## src/rtl/bp_fpga_host_pkg.sv

```systemverilog
// bp_fpga_host_pkg: shared UART receive types and constants for the FPGA host
package bp_fpga_host_pkg;

    localparam int uart_default_clk_per_bit_gp = 10416;

    typedef enum logic [2:0] {
        e_idle,
        e_start,
        e_data,
        e_parity,
        e_stop,
        e_wait_high
    } uart_rx_state_e;

    function automatic int safe_clog2(input int n);
        return (n > 1) ? $clog2(n) : 1;
    endfunction

endpackage

```

## src/rtl/uart_baud_counter.sv

```systemverilog
// uart_baud_counter: bit-period counter with mid-bit and full-bit sample strobes
module uart_baud_counter
    import bp_fpga_host_pkg::*;
#(
    parameter int clk_per_bit_p = uart_default_clk_per_bit_gp
) (
    input  logic clk_i,
    input  logic reset_i,
    input  logic clear_i,
    output logic half_o,
    output logic full_o
);

    localparam int cnt_w_lp = safe_clog2(clk_per_bit_p);

    logic [cnt_w_lp-1:0] cnt_r;

    // free-running count, zeroed while idle and at every bit sample
    always_ff @(posedge clk_i)
        if (reset_i || clear_i) cnt_r <= '0;
        else cnt_r <= cnt_r + 1'b1;

    assign half_o = cnt_r == cnt_w_lp'(clk_per_bit_p / 2 - 1);
    assign full_o = cnt_r == cnt_w_lp'(clk_per_bit_p - 1);

endmodule

```

## src/rtl/uart_rx_framer.sv

```systemverilog
// uart_rx_framer: UART frame receiver with parity/stop checks and a one-entry output register; define UART_RX_SYNC_EN to add a 2-flop rx synchronizer
module uart_rx_framer
    import bp_fpga_host_pkg::*;
#(
    parameter int uart_clk_per_bit_p = uart_default_clk_per_bit_gp,
    parameter int uart_data_bits_p   = 8,
    parameter int uart_parity_bit_p  = 0,
    parameter int uart_parity_odd_p  = 0,
    parameter int uart_stop_bits_p   = 1
) (
    input  logic                        clk_i,
    input  logic                        reset_i,
    input  logic                        rx_i,
    output logic [uart_data_bits_p-1:0] data_o,
    output logic                        v_o,
    input  logic                        yumi_i,
    output logic                        parity_error_o,
    output logic                        frame_error_o,
    output logic                        overrun_o
);

    localparam int bit_w_lp = safe_clog2(uart_data_bits_p);

    logic rx_s;

`ifdef UART_RX_SYNC_EN
    logic [1:0] sync_r;

    // two-flop synchronizer, reset to the idle-high line level
    always_ff @(posedge clk_i)
        if (reset_i) sync_r <= 2'b11;
        else sync_r <= {sync_r[0], rx_i};

    assign rx_s = sync_r[1];
`else
    assign rx_s = rx_i;
`endif

    uart_rx_state_e              state_r;
    logic [bit_w_lp-1:0]         bit_r;
    logic                        stop_r;
    logic                        par_r;
    logic [uart_data_bits_p-1:0] shift_r;
    logic [uart_data_bits_p-1:0] data_r;
    logic                        v_r;
    logic                        pe_r;
    logic                        fe_r;
    logic                        ovr_r;
    logic                        half;
    logic                        full;
    logic                        sample;
    logic                        par_bad;

    assign sample  = (state_r == e_start) ? half
                   : (state_r inside {e_data, e_parity, e_stop}) && full;
    assign par_bad = (uart_parity_bit_p != 0) && par_r;

    uart_baud_counter #(.clk_per_bit_p(uart_clk_per_bit_p)) baud (
        .clk_i   (clk_i),
        .reset_i (reset_i),
        .clear_i ((state_r == e_idle) || sample),
        .half_o  (half),
        .full_o  (full)
    );

    // frame state machine; error pulses and the output word are all registered here
    always_ff @(posedge clk_i)
        if (reset_i) begin
            state_r <= e_idle;
            bit_r   <= '0;
            stop_r  <= 1'b0;
            par_r   <= 1'b0;
            shift_r <= '0;
            data_r  <= '0;
            v_r     <= 1'b0;
            pe_r    <= 1'b0;
            fe_r    <= 1'b0;
            ovr_r   <= 1'b0;
        end else begin
            pe_r <= 1'b0;
            fe_r <= 1'b0;
            if (yumi_i) v_r <= 1'b0;
            case (state_r)
                e_idle: if (!rx_s) state_r <= e_start;
                e_start:
                    if (half) begin
                        state_r <= rx_s ? e_idle : e_data;
                        bit_r   <= '0;
                        stop_r  <= 1'b0;
                        par_r   <= 1'b0;
                    end
                e_data:
                    if (full) begin
                        shift_r <= {rx_s, shift_r[uart_data_bits_p-1:1]};
                        par_r   <= par_r ^ rx_s;
                        bit_r   <= bit_r + 1'b1;
                        if (bit_r == bit_w_lp'(uart_data_bits_p - 1))
                            state_r <= (uart_parity_bit_p != 0) ? e_parity : e_stop;
                    end
                e_parity:
                    if (full) begin
                        par_r   <= par_r ^ rx_s ^ (uart_parity_odd_p != 0);
                        state_r <= e_stop;
                    end
                e_stop:
                    if (full) begin
                        if (!rx_s) begin
                            fe_r    <= 1'b1;
                            state_r <= e_wait_high;
                        end else if (stop_r == 1'(uart_stop_bits_p - 1)) begin
                            state_r <= e_idle;
                            if (par_bad) pe_r <= 1'b1;
                            else if (v_r && !yumi_i) ovr_r <= 1'b1;
                            else begin
                                data_r <= shift_r;
                                v_r    <= 1'b1;
                            end
                        end else stop_r <= 1'b1;
                    end
                e_wait_high: if (rx_s) state_r <= e_idle;
                default: state_r <= e_idle;
            endcase
        end

    assign data_o         = data_r;
    assign v_o            = v_r;
    assign parity_error_o = pe_r;
    assign frame_error_o  = fe_r;
    assign overrun_o      = ovr_r;

endmodule

```

## config.mk

```make
export PLATFORM = sky130hd
export DESIGN_NAME = uart_rx_framer
export DESIGN_NICKNAME = d
export VERILOG_FILES = /design/src/rtl/bp_fpga_host_pkg.sv /design/src/rtl/uart_baud_counter.sv /design/src/rtl/uart_rx_framer.sv
export SDC_FILE = /design/constraint.sdc
export NUM_CORES = 1
export LEC_CHECK = 0
export ABC_CLOCK_PERIOD_IN_PS = 2400
export CORE_UTILIZATION = 35
export CTS_CLUSTER_DIAMETER = 30
export DETAILED_ROUTE_END_ITERATION = 16
export MAX_ROUTING_LAYER = met4
export RECOVER_POWER = 100
export SLEW_MARGIN = 20
export SYNTH_ARGS = -nofsm -noshare
export SYNTH_HDL_FRONTEND = slang
export SYNTH_SLANG_ARGS = --single-unit
```

## constraint.sdc

```tcl
create_clock -name clk_i -period 2.4 [get_ports clk_i]
set_input_delay 0.48 -clock clk_i [delete_from_list [all_inputs] [get_ports clk_i]]
set_output_delay 0.48 -clock clk_i [all_outputs]
set_load 0.05 [all_outputs]
```

; Yosys cells after proc, flatten, opt, wreduce, memory -nomap -nowiden
; Cells that the tools add are included.
[word_totals]
register_bits = 40
in_bits = 4
output_inout_bits = 12
wordCells = 75
[classes]
addsub = 2
n_eq_ne = 17
muxes = 27
bitwise_logic = 4
n_reduce_logical = 16
[op_table]
columns = op, n
row1 = $mux 3, 11
row2 = $pmux 3 s6, 1
row3 = $add 14x1->14 const B, 1
row4 = $eq 14x13->1 const B, 1
row5 = $eq 14x14->1 const B, 1
row6 = $ne 2x2->1 const B, 7
row7 = $mux 1, 12
row8 = $reduce_and 5->1, 2
row9 = $eq 3x3->1 const B, 3
row10 = $reduce_and 8->1, 1
row11 = $eq 3x2->1 const B, 2
row12 = $pmux 3 s2, 1
row13 = $not 1->1, 4
row14 = $reduce_and 4->1, 1
row15 = $reduce_bool 2->1, 2
row16 = $add 3x1->3 const B, 1
row17 = $eq 3x1->1 const B, 1
row18 = $logic_not 3->1, 1
row19 = $ne 3x3->1 const B, 1
row20 = $reduce_and 3->1, 1
row21 = $reduce_bool 3->1, 1
row22 = $reduce_or 3->1, 1
row23 = $logic_and 1x1->1, 2
row24 = $logic_or 1x1->1, 2
row25 = other kinds (5), 5

; Depth between registers and ports, before layout
[logic_depth]
word_depth = 7
ltp_mapped = 7
mapped_depth_nobuf = 7

; Modules after synthesis
; Synthesis repeated with hierarchy kept, for this count alone.
[hier_totals]
cells_unflattened = 199
area_unflattened_um2 = 1898.1
[modules_own_cells]
columns = mod, n_inst, cells_each, area_each_um2
row1 = uart_rx_framer, 1, 119, 1203.7
row2 = uart_baud_counter, 1, 80, 694.4

; Least setup slack after synthesis
; OpenSTA, ideal clock, no wires.
[synth_path]
kind = register to register
from = reg baud.cnt_r[0]
to = reg bit_r[0]
setup_ps = 70
arrival_ps = 1653
required_ps = 2330
slack_ps = 677
path_stages_with_launch = 7
path_buffers = 0
path_cell_list = dfxtp_1 -> ha_1 -> and4_2 -> and4_4 -> a21oi_1 -> or4_1 -> a21oi_1
[synth_between]
elab_chain_len = 3
[synth_lines]
columns = element, line
row1 = start: declaration, uart_baud_counter.sv:16  ; logic [cnt_w_lp-1:0] cnt_r;
row2 = start signal: assignment, uart_baud_counter.sv:21  ; else cnt_r <= cnt_r + 1'b1;
row3 = $eq 14x14->1 / $eq 14x13->1 (equally long branches), "uart_baud_counter.sv:24, uart_baud_counter.sv:23"
row4 = $ne 2x2->1 (no source line), -
row5 = $reduce_and 3->1 (no source line) *, -
row6 = end signal: assignment, uart_rx_framer.sv:96  ; bit_r <= bit_r + 1'b1;
row7 = end: declaration, uart_rx_framer.sv:40  ; logic [bit_w_lp-1:0] bit_r;
; Mark *: on every way between the ends. The rest lies on a longest branch, timed or not.
; A chain may end at the register's enable or synchronous reset.

; Worst setup path after layout
[layout_path]
from = reg baud.cnt_r[0]
to = reg bit_r[2]
; The elaborated chain is that of the path after synthesis.

==> key figures <==
Synth
  • Share of the synthesized area in the top cell type: about 43%
  • Top cell type by total area after synthesis: dfxtp_1
  • Syn Nets: between 200 and 250
  • Cell with the most instances after synthesis: dfxtp_1
  • Complex-gate fraction of the synthesized area: between 10% and 20%
  • XOR/XNOR Fraction of Synth Area: between 5 and 6%
  • Post-Synth Simple-Gate Area: 27.9%
  • FF+latch count, synth: 39
  • List of most frequent post-synthesis cells: 39 x dfxtp_1, 31 x nor2_1, 22 x nand2_1
  • Synthesized area per cell: just over 9 um^2
  • Synth warn: 0
  • Main synth FF type: dfxtp_1
  • Cell variety after synth: 47
  • Mux contribution to synthesized area: 4.38%
  • Seq/Total Area, Yosys: between 40% and 50%
  • Post-Syn Area: roughly 1800 um^2
  • Number of synthesized flops with an enable pin: 0
  • Synth async-reset ratio: 0%
  • Syn Inst Count: ~200
  • Main combinational cell family by area after synthesis: simple AND/OR/NAND/NOR gates
  • Synth top area cells: dfxtp_1 43%, nor2_1 6.4%, nand2_1 4.5%, a21oi_1 4.4%, mux2i_1 4.4%
  • Synthesized-area fraction occupied by adder cells: between 2 and 2.5%

Global route
  • First-pass GRT wire length: between 5 and 6 mm
  • Largest net degree at the start of global routing: 22
  • GR Util All Layers: 14.4%
  • Vias in the first global route: 1,251
  • Total gr overflow: 0
  • Antenna violations before repair: 0

Cells and area
  • Fillers: 489
  • Register area: 781 um^2
  • Multi-input logic area: just over 900 um^2
  • Synthesis-to-layout area growth: 12.7%
  • Nets: between 200 and 250
  • Antenna fix cells: 0
  • Final Non-Filler Cells: between 200 and 300
  • Share of layout cells above drive strength 1: ~10%

Worst setup path
  • Critical path class: flip-flop to flip-flop
  • CP cell instances: ha_1 > and4_1 > nand4_1 > nor3_2 > clkbuf_1 > o2111ai_1 > a21oi_1
  • CP Launch Type: flip-flop
  • Worst Setup End Kind: flip-flop
  • CP max stage delay: about 0.40 ns
  • WP buf/inv: 1
  • Critical path fanouts, max: 10
  • Family with the most delay on the worst path: simple AND/OR/NAND/NOR gates
  • Highest-delay cell along the critical path: clkbuf_1
  • Crit path DAT: 2.21 ns
  • Req. time, crit path: 2.62 ns

CTS
  • Hold buffers post-CTS: 0
  • TritonCTS clock tree: done
  • Clock root buffer: clkbuf_8
  • Sink Count: 39
  • Clock Latency Late Sink: a little under 0.3 ns
  • Reg clk slew, reported paths: roughly 0.08 ns
  • # H-tree levels: 2
  • Clock Path Buffers: 2
  • Post-cts repair resize count: 0
  • TritonCTS Buffers: 5
  • Setup Fix Bufs, Post-CTS: 0

STA
  • Maximum clock rate: 504 MHz
  • Setup Viol. Count Final: 0
  • RSZ-0062 raised after global routing: no
  • Final Critical Period: 1.99 ns
  • Fin Setup TNS: 0 ns
  • Layout Skew: between 0.007 and 0.008 ns
  • Fin. max-slew vios: 0
  • Measured slew at the worst slew-check pin: 0.508 ns
  • Final Hold Viols: 0
  • Rel. slew slack: roughly two thirds
  • WHS: around 0.44 ns
  • Final worst-path cycle share: about 83%

Floorplan
  • Die X: 74.2 um
  • Die ar.: 5510 um^2
  • Ports: 16
  • Row count: 25
  • Core ar.: 4880 um^2
  • Initial Utilization: a little under two fifths
  • Die height: around 74 um

Route
  • Total wire length: roughly 3.3 mm
  • Routed WL per cell: ~12 um
  • DR vias: roughly 1.4k
  • Vias per cell: between 4 and 5
  • First DRT Iteration DRCs: 75
  • Antenna-violating nets left: 0
  • First-pass DRT Iterations: 4
  • Remaining DRCs: 0

Run
  • Max cap viols: 0

Status
  • Status: completed

Placement
  • Input/output buffers: 14
  • Routability cong.: about 0.84
  • Placed insts: roughly 270
  • DP HPWL: between 2 and 2.5 mm

Worst hold path
  • Worst min-delay path class: flip-flop to flip-flop

Power and ir drop
  • Total power per unit cell area: between 600 and 700 nW/um^2
  • Leak: just under 0.0008 uW
  • Max VDD drop: 0.258 mV
[metal layers]
metal	up-vias	part of all wire [%]	global-route usage [%]
li1	721	-	-
met1	631	51	18.6
met2	26	42	20.6
met3	9	3.6	3.66
met4	0	2.6	7.55
met5	-	0	-
[final timing paths]
kind,endpoint,slack [ns],from,depth (start not counted)
worst max-delay path,bit_r[2],0.41,baud.cnt_r[0],7
worst min-delay path,overrun_o,0.44,overrun_o,2
worst max register to register,bit_r[2],0.41,baud.cnt_r[0],7
worst min register to register,overrun_o,0.44,overrun_o,2
[layout make-up]
type,instances,share of cell area [%]
clock inverter,1,0.426
clock buffer,7,4.19
multi-input combinational,148,45.3
timing repair buffer,17,7.72
tap,67,4.07
sequential,39,37.9
inverter,2,0.365
[sequential cells by signal, summed over array words and instances, names as in the netlist]
signal	count
baud.cnt_r	14
bit_r	3
data_o	8
frame_error_o	1
overrun_o	1
shift_r	8
state_r	3
v_o	1
[worst register-to-register path, stage by stage, from the launching register on]
cell and delay, ns:
dfxtp_1 0.37, ha_1 0.24, and4_1 0.31, nand4_1 0.16, nor3_2 0.12, clkbuf_1 0.40, o2111ai_1 0.16, a21oi_1 0.15
[layout by cell type (no fill, tap or decap), types with 6 or more instances in the layout]
master	n
dfxtp_1	39
nor2_1	31
clkbuf_8	6
mux2i_1	8
nand2_1	22
nand4_1	7
xor2_1	7
a21oi_1	16
dlygate4sd3_1	11
[stage by stage]
| stage | setup WS (ns) | total power [uW] | instance area (um^2) | util (%) |
|---|---|---|---|---|
| after floorplan | 0.677 | 906 | 1830 | - |
| after global placement | 0.388 | 922 | 1970 | 40.5 |
| after detailed placement | 0.305 | 924 | 1970 | 40.5 |
| after CTS | 0.458 | 1390 | 2070 | 42.4 |
| after global routing | 0.192 | 1460 | 2060 | 42.2 |
| final | 0.414 | 1370 | 2060 | 42.2 |
[report_power, final]
part	leakage [uW]	switching, uW	internal, uW
registers	0.000314	35.1	665
logic	0.000421	125	82.8
clock network	0.0000484	229	235
[logic make-up (layout without fill, tap and decap cells)]
logic type                 after synthesis  after routing
AOI/OAI and AO/OA                       32             32
buffers and inverters                   14             27
xor gates and xnor gates                12             12
muxes                                    8              8
other                                    1              1
adders and majority gates                3              3
and+or+nand+nor                         92             92
DFF                                     39             39
Power figures use the tool's default switching activity.
